### src/rtl/memory_arbiter.sv
// memory_arbiter: fixed-priority (data over instruction) arbiter onto a single-port RAM.
// Define ARB_STATS_EN to add icount/dcount/stallcnt statistics outputs.
module memory_arbiter #(
    parameter int WORD_W = 32,
    parameter int ADDR_W = 32
) (
    input  logic              clk_i,
    input  logic              nrst_i,
    input  logic              iren_i,
    input  logic [ADDR_W-1:0] iaddr_i,
    input  logic              dren_i,
    input  logic              dwen_i,
    input  logic [ADDR_W-1:0] daddr_i,
    input  logic [WORD_W-1:0] dstore_i,
    output logic              iwait_o,
    output logic [WORD_W-1:0] iload_o,
    output logic              dwait_o,
    output logic [WORD_W-1:0] dload_o,
    output logic              ramren_o,
    output logic              ramwen_o,
    output logic [ADDR_W-1:0] ramaddr_o,
    output logic [WORD_W-1:0] ramstore_o,
    input  logic [WORD_W-1:0] ramload_i,
    input  logic [1:0]        ramstate_i
`ifdef ARB_STATS_EN
    ,
    output logic [31:0]       icount_o,
    output logic [31:0]       dcount_o,
    output logic [31:0]       stallcnt_o
`endif
);
    typedef enum logic [2:0] {IDLE, IGRANT, DGRANT, IDONE, DDONE} state_t;
    localparam logic [1:0] ACCESS = 2'd2;
    localparam logic [1:0] ERROR  = 2'd3;

    state_t            state_q, state_d;
    logic [WORD_W-1:0] iload_q, iload_d, dload_q, dload_d;
    logic              dreq;

    assign dreq    = dren_i | dwen_i;
    assign iload_o = iload_q;
    assign dload_o = dload_q;

    always_comb begin
        state_d    = state_q;
        iload_d    = iload_q;
        dload_d    = dload_q;
        iwait_o    = 1'b1;
        dwait_o    = 1'b1;
        ramren_o   = 1'b0;
        ramwen_o   = 1'b0;
        ramaddr_o  = '0;
        ramstore_o = '0;
        case (state_q)
            IDLE: state_d = dreq ? DGRANT : (iren_i ? IGRANT : IDLE);
            IGRANT: begin
                ramaddr_o = iaddr_i;
                ramren_o  = iren_i;
                // A withdrawn request or RAM error abandons the access; an error retries from IDLE.
                if (!iren_i || ramstate_i == ERROR) begin
                    state_d = IDLE;
                end else if (ramstate_i == ACCESS) begin
                    state_d = IDONE;
                    iload_d = ramload_i;
                end
            end
            DGRANT: begin
                ramaddr_o  = daddr_i;
                ramstore_o = dstore_i;
                ramwen_o   = dwen_i;
                ramren_o   = dren_i & ~dwen_i;
                if (!dreq || ramstate_i == ERROR) begin
                    state_d = IDLE;
                end else if (ramstate_i == ACCESS) begin
                    state_d = DDONE;
                    dload_d = (dren_i & ~dwen_i) ? ramload_i : dload_q;
                end
            end
            IDONE: begin
                iwait_o = 1'b0;
                state_d = IDLE;
            end
            DDONE: begin
                dwait_o = 1'b0;
                state_d = IDLE;
            end
            default: state_d = IDLE;
        endcase
    end

    always_ff @(posedge clk_i or negedge nrst_i) begin
        if (!nrst_i) begin
            state_q <= IDLE;
            iload_q <= '0;
            dload_q <= '0;
        end else begin
            state_q <= state_d;
            iload_q <= iload_d;
            dload_q <= dload_d;
        end
    end

`ifdef ARB_STATS_EN
    logic [31:0] icount_q, icount_d, dcount_q, dcount_d, stallcnt_q, stallcnt_d;

    assign icount_d   = icount_q + 32'(state_d == IDONE && state_q != IDONE);
    assign dcount_d   = dcount_q + 32'(state_d == DDONE && state_q != DDONE);
    assign stallcnt_d = stallcnt_q + 32'((iren_i & iwait_o) | (dreq & dwait_o));
    assign icount_o   = icount_q;
    assign dcount_o   = dcount_q;
    assign stallcnt_o = stallcnt_q;

    always_ff @(posedge clk_i or negedge nrst_i) begin
        if (!nrst_i) begin
            icount_q   <= '0;
            dcount_q   <= '0;
            stallcnt_q <= '0;
        end else begin
            icount_q   <= icount_d;
            dcount_q   <= dcount_d;
            stallcnt_q <= stallcnt_d;
        end
    end
`endif
endmodule

### config.mk
export PLATFORM = sky130hd
export DESIGN_NAME = memory_arbiter
export DESIGN_NICKNAME = d
export VERILOG_FILES = /design/src/rtl/memory_arbiter.sv
export SDC_FILE = /design/constraint.sdc
export NUM_CORES = 1
export LEC_CHECK = 0
export CAP_MARGIN = 0
export CORE_AREA = 2 2 105 107
export DETAILED_ROUTE_END_ITERATION = 7
export DIE_AREA = 0 0 107 109
export GPL_ROUTABILITY_DRIVEN = 0
export MAX_ROUTING_LAYER = met4
export PLACE_DENSITY = 0.76
export SYNTH_ARGS = -nofsm -noshare
export SYNTH_HDL_FRONTEND = slang
export SYNTH_SLANG_ARGS = --single-unit
### constraint.sdc
create_clock -name clk_i -period 2.08 [get_ports clk_i]
set_input_delay 0.416 -clock clk_i [delete_from_list [all_inputs] [get_ports clk_i]]
set_output_delay 0.416 -clock clk_i [all_outputs]
set_load 0.05 [all_outputs]
* Word-level counts from Yosys, hierarchy flattened
Index checks and enable logic that the tools add are counted.
** Storage, ports and cells
- Register bits :: 67
- Bits in latches :: 0
- Memory bits (writable) :: 0
- ROM bits :: 0
- Bits of input ports :: 135
- Output and inout bits :: 132
- Logic and storage cells :: 37
- Memories kept :: 0
** Cells by class
- Add/subtract/negate cells :: 0
- Multipliers :: 0
- Divide/modulo/power cells :: 0
- Magnitude comparators :: 0
- Eq/ne operators :: 8
- Shift operators :: 0
- Mux-type cells :: 13
- Bitwise gates (word level) :: 5
- Reduce and logical (&&, ||, !) cells :: 8
** Operator list (count)
- $pmux W32 S2 :: 1
- $mux W32 :: 1
- $mux W3 :: 4
- $pmux W3 S3 :: 1
- $eq A3 B2 Y1 const B :: 2
- $ne A3 B3 Y1 const B :: 2
- $eq A2 B2 Y1 const B :: 2
- $mux W1 :: 4
- $reduce_and A4 Y1 :: 1
- $eq A3 B1 Y1 const B :: 1
- $eq A3 B3 Y1 const B :: 1
- $logic_not A3 Y1 :: 1
- $not A1 Y1 :: 3
- $reduce_and A3 Y1 :: 1
- $logic_not A1 Y1 :: 2
- $logic_or A1 B1 Y1 :: 2
- $mux W2 :: 1
- $pmux W1 S2 :: 1
- $reduce_and A2 Y1 :: 1
- $and A1 B1 Y1 :: 1
- $or A1 B1 Y1 :: 1

* Longest topological paths before layout
- Word-level depth :: 5
- Depth in mapped cells :: 5
- Mapped depth without buffers :: 3

* Worst setup path after synthesis
Ideal clock, no wire load.
- Path type :: reg-to-output
- Start :: reg state_q[0]
- End :: out ramstore_o[22]
- Arrival time :: 1.662 ns
- Required time :: 1.664 ns
- Path slack :: 0.002 ns
- Cell stages (with the launch flop) :: 5
- Buffers on the path :: 2
- Path through :: dfrtp_1 -> nor3b_2 -> clkbuf_1 -> clkbuf_1 -> and2_1
** On the way
- Word-level cells in the longest chain between the ends :: 2
** Ends and longest elaborated chain
- start, declared :: RTL line 36 : state_t state_q, state_d;
- start signal, assigned :: RTL line 97 : state_q <= state_d;
- $eq A3 B2 Y1 :: RTL line 54 : case (state_q)
- $mux W32 :: RTL line 54
- end, declared :: RTL line 22 : output logic [WORD_W-1:0] ramstore_o,
Every way passes these cells.

* Worst setup path after layout
- Start :: reg state_q[2]
- End :: out ramaddr_o[23]
** On the way
- Word-level cells in the longest chain between the ends :: 2
- Elaborated cells between the ends (all ways) :: 3
- Classes of those cells :: eq/ne: 2; mux: 1
** Ends and longest elaborated chain
- $eq A3 B2 Y1 / $eq A3 B1 Y1 (equally long branches) :: RTL line 54
- $pmux W32 S2 * :: RTL line 54
- end, declared :: RTL line 21 : output logic [ADDR_W-1:0] ramaddr_o,
Every way passes the cells marked *; elsewhere a longest branch is shown, timed or not.

==> summary.txt <==
GRT
  – Pin count of the biggest net entering global routing: 45
  – Grt ovf: 0
  – Top Usage Layer GRT: met2
  – First-pass GRT wire length: roughly 17,000 µm
  – GRT Util Overall: 0.1953
  – Vias in the first global route: approximately 3,100
  – Antenna violations before repair: 0
  – Met3 Usage GRT: 0.08906
  – GRT met2 Usage: 0.3044
  – Met1 usage in global routing: 0.2322

Timing
  – Final critical path time including I/O delays and setup: approximately 2200 ps
  – Slew @ Worst Pin: 551.0 ps
  – Hold Fails Final Rpt: 0
  – Setup ws final: -77.65 ps
  – WHS: just under 60 ps
  – Skew final: about 9.0 ps
  – Slew HR: 0.6315
  – Peak Freq: approximately 460 MHz
  – Fin. max-slew vios: 0
  – RSZ-0062 raised after global routing: true
  – Final setup viols: 45
  – Final period util: 1.037

Place
  – Pre-CTS setup slack: 77.37 ps
  – PortBufs: roughly 270
  – Final HPWL DP: approximately 9400 µm

Setup path
  – CP Launch Type: flop
  – Worst path cell trace: nor3b_4 > buf_4 > buf_16 > a22o_1 > buf_12
  – Critical Path RT: approximately 1700 ps
  – Crit path from: state_q[2]$_DFFE_PN0P_
  – Slowest cell delay on critical path: about 460 ps
  – Peak fanout along the critical path: 24
  – R2R Path End: iload_o[20]$_DFFE_PN0P_
  – Reg2reg setup slack: about 350 ps
  – Kind of critical path: reg -> out
  – Worst path slowest cell: dfrtp_2
  – R2R depth: 5
  – CP endpoint: ramaddr_o[23]
  – Crit path capture type: primary output
  – Crit path DAT: 1740 ps
  – Worst r2r src: state_q[2]$_DFFE_PN0P_

Synthesis
  – Post-synthesis mux area share: 0.2328
  – Synth Area in XOR/XNOR: 0
  – Cell taking the most area after synthesis: dfrtp_1
  – Synth Area in Compound Gates: 0.09782
  – Mean post-synth cell area: about 13 µm²
  – Ranking of synthesized cells by area: dfrtp_1, mux2_1, mux2_2
  – Register area share after synthesis: 0.5416
  – Largest family of logic cells by synthesized area: multiplexers
  – Yosys cell types: 20
  – Simple-Gate Fraction of Synth Area: 0.09741
  – Synth Area in Adders: 0
  – Synthesized net count: ~370
  – Gate Count Post-Synth: around 230
  – Synthesized flop and latch total: 67
  – Top cell type's share of synthesized area: 0.5416
  – Syn Std Cell Area: 0.003095 mm²
  – Yosys Warn Count: 0

Cells and area
  – Footprint of the multi-input gates: ~0.0015 mm²
  – Share of post-route cells with drive strength above 1: 0.3333
  – FF/Latch Area: between 0.0015 and 0.002 mm²
  – Layout Nets: 649
  – Core Util, Final: 0.6798
  – Commonest non-fill, non-tap cell in the layout: clkdlybuf4s50_1
  – Area Overhead vs Synth: 132.9%
  – Ant diodes: 0
  – Fill cell count: approximately 700
  – Most frequent cells in the layout: clkdlybuf4s50_1, buf_12, dfrtp_1

Die
  – Core area: between 0.01 and 0.015 mm²
  – Die extent in y: 109 µm
  – Initial Utilization: 0.2920
  – Die area: roughly 0.012 mm²
  – # IOs: roughly 270
  – # rows: 38
  – Chip Width: 107 µm

Job
  – Max-Cap Viols: 0

Drt
  – WL/cell: 18.73 µm
  – Pre-Repair DR Iteration Count: 4
  – Routed Antenna Nets: 0
  – Via/cell ratio: 4.578
  – Via count: 3,017
  – DRC: 0
  – Routed wire length: 12,340 µm
  – Initial DRC count: 70

Clocking
  – Num CTS Buffers: 9
  – Clk sinks: 67
  – TritonCTS clock tree: done
  – Clock Path Buffers: 2
  – Root buffer cell: clkbuf_8
  – Worst skew pair latency: 340 ps
  – H-tree levels: 3
  – Clk slew on worst S/H paths: roughly 70 ps

Run status
  – Outcome: finished, violations left
  – Failing checks: setup timing

Power and ir drop
  – Peak supply drop: between 0.8 and 0.9 mV
  – PD cells: ~950 mW/mm²
  – Pleak: roughly 3.2 nW
  – Pwr Total: roughly 0.0069 W

Min path
  – Hold WC Path Type: in -> async
## cells by family after synthesis
kind of cell           count (synthesis)
DFF                                   67
muxes                                 64
and+or+nand+nor                       48
AOI/OAI and AO/OA                     35
buffers and inverters                 17
## synth_stat cells, drive strengths merged
cell type / number
a2111oi: 1
a22o: 33
and2: 33
and3: 1
buf: 7
clkbuf: 10
dfrtp: 67
mux2: 64
nand2: 2
nand3: 2
nand3b: 1
nor2: 3
nor2b: 2
nor3b: 2
nor4b: 1
o21ai: 1
or2: 1
## how the worst min path moves through the flow
stage	to	cells past startpoint
finish	iload_o[10]$_DFFE_PN0P_	1
global route	dload_o[1]$_DFFE_PN0P_	1
CTS	iload_o[4]$_DFFE_PN0P_	1
detailed placement	dload_o[7]$_DFFE_PN0P_	1
global placement	dload_o[12]$_DFFE_PN0P_	1
floorplan	dload_o[0]$_DFFE_PN0P_	0
## sequential cells by signal (all words and copies together), names as in the netlist
name / cells
iload_o: 32
dload_o: 32
state_q: 3
## stage by stage
step                TNS [ps]  cells  cell area [µm²]
CTS                    -2095    652             6950
global route           -7101    659             7208
finish                 -1468    659             7208
global placement           0    630             6659
floorplan                  0    231             3095
detailed placement         0    630             6659
## worst max-delay path: cells and delay by family (launching register included)
family                 cells  cell delay [ps]
DFF                        1              460
AOI/OAI and AO/OA          1              210
and+or+nand+nor            1              240
buffers and inverters      3              480
## power by group
group          internal, W  total (W)  leakage [nW]  switching, W
Sequential         0.00161    0.00177         0.865      0.000162
Clock             0.000563    0.00101        0.0997      0.000450
Combinational      0.00178    0.00408          2.20       0.00230
Total              0.00395    0.00687          3.16       0.00292
## area by class of cell
| type | instances | share of cell area |
|---|---|---|
| Sequential cell | 67 | 0.2331 |
| Clock inverter | 1 | 0.0006943 |
| Tap cell | 140 | 0.02430 |
| Timing Repair Buffer | 289 | 0.5027 |
| Clock buffer | 15 | 0.02586 |
| Multi-Input combinational cell | 147 | 0.2133 |
## per-layer routing
metal / vias up / wire [µm]
met5: - / 0
met4: 0 / 129
met3: 16 / 1233
met2: 141 / 6186
met1: 1453 / 4791
li1: 1407 / -
## repair_timing
item / CTS / global route
buffers inserted: 5 / 4
hold buffers: 0 / 0
pin swaps: 0 / 1
endpoints found under the setup margin: 66 / 66
gates resized for setup: 14 / 21
gates cloned: 1 / 3
No activity file was read; power rests on OpenSTA's default activity.
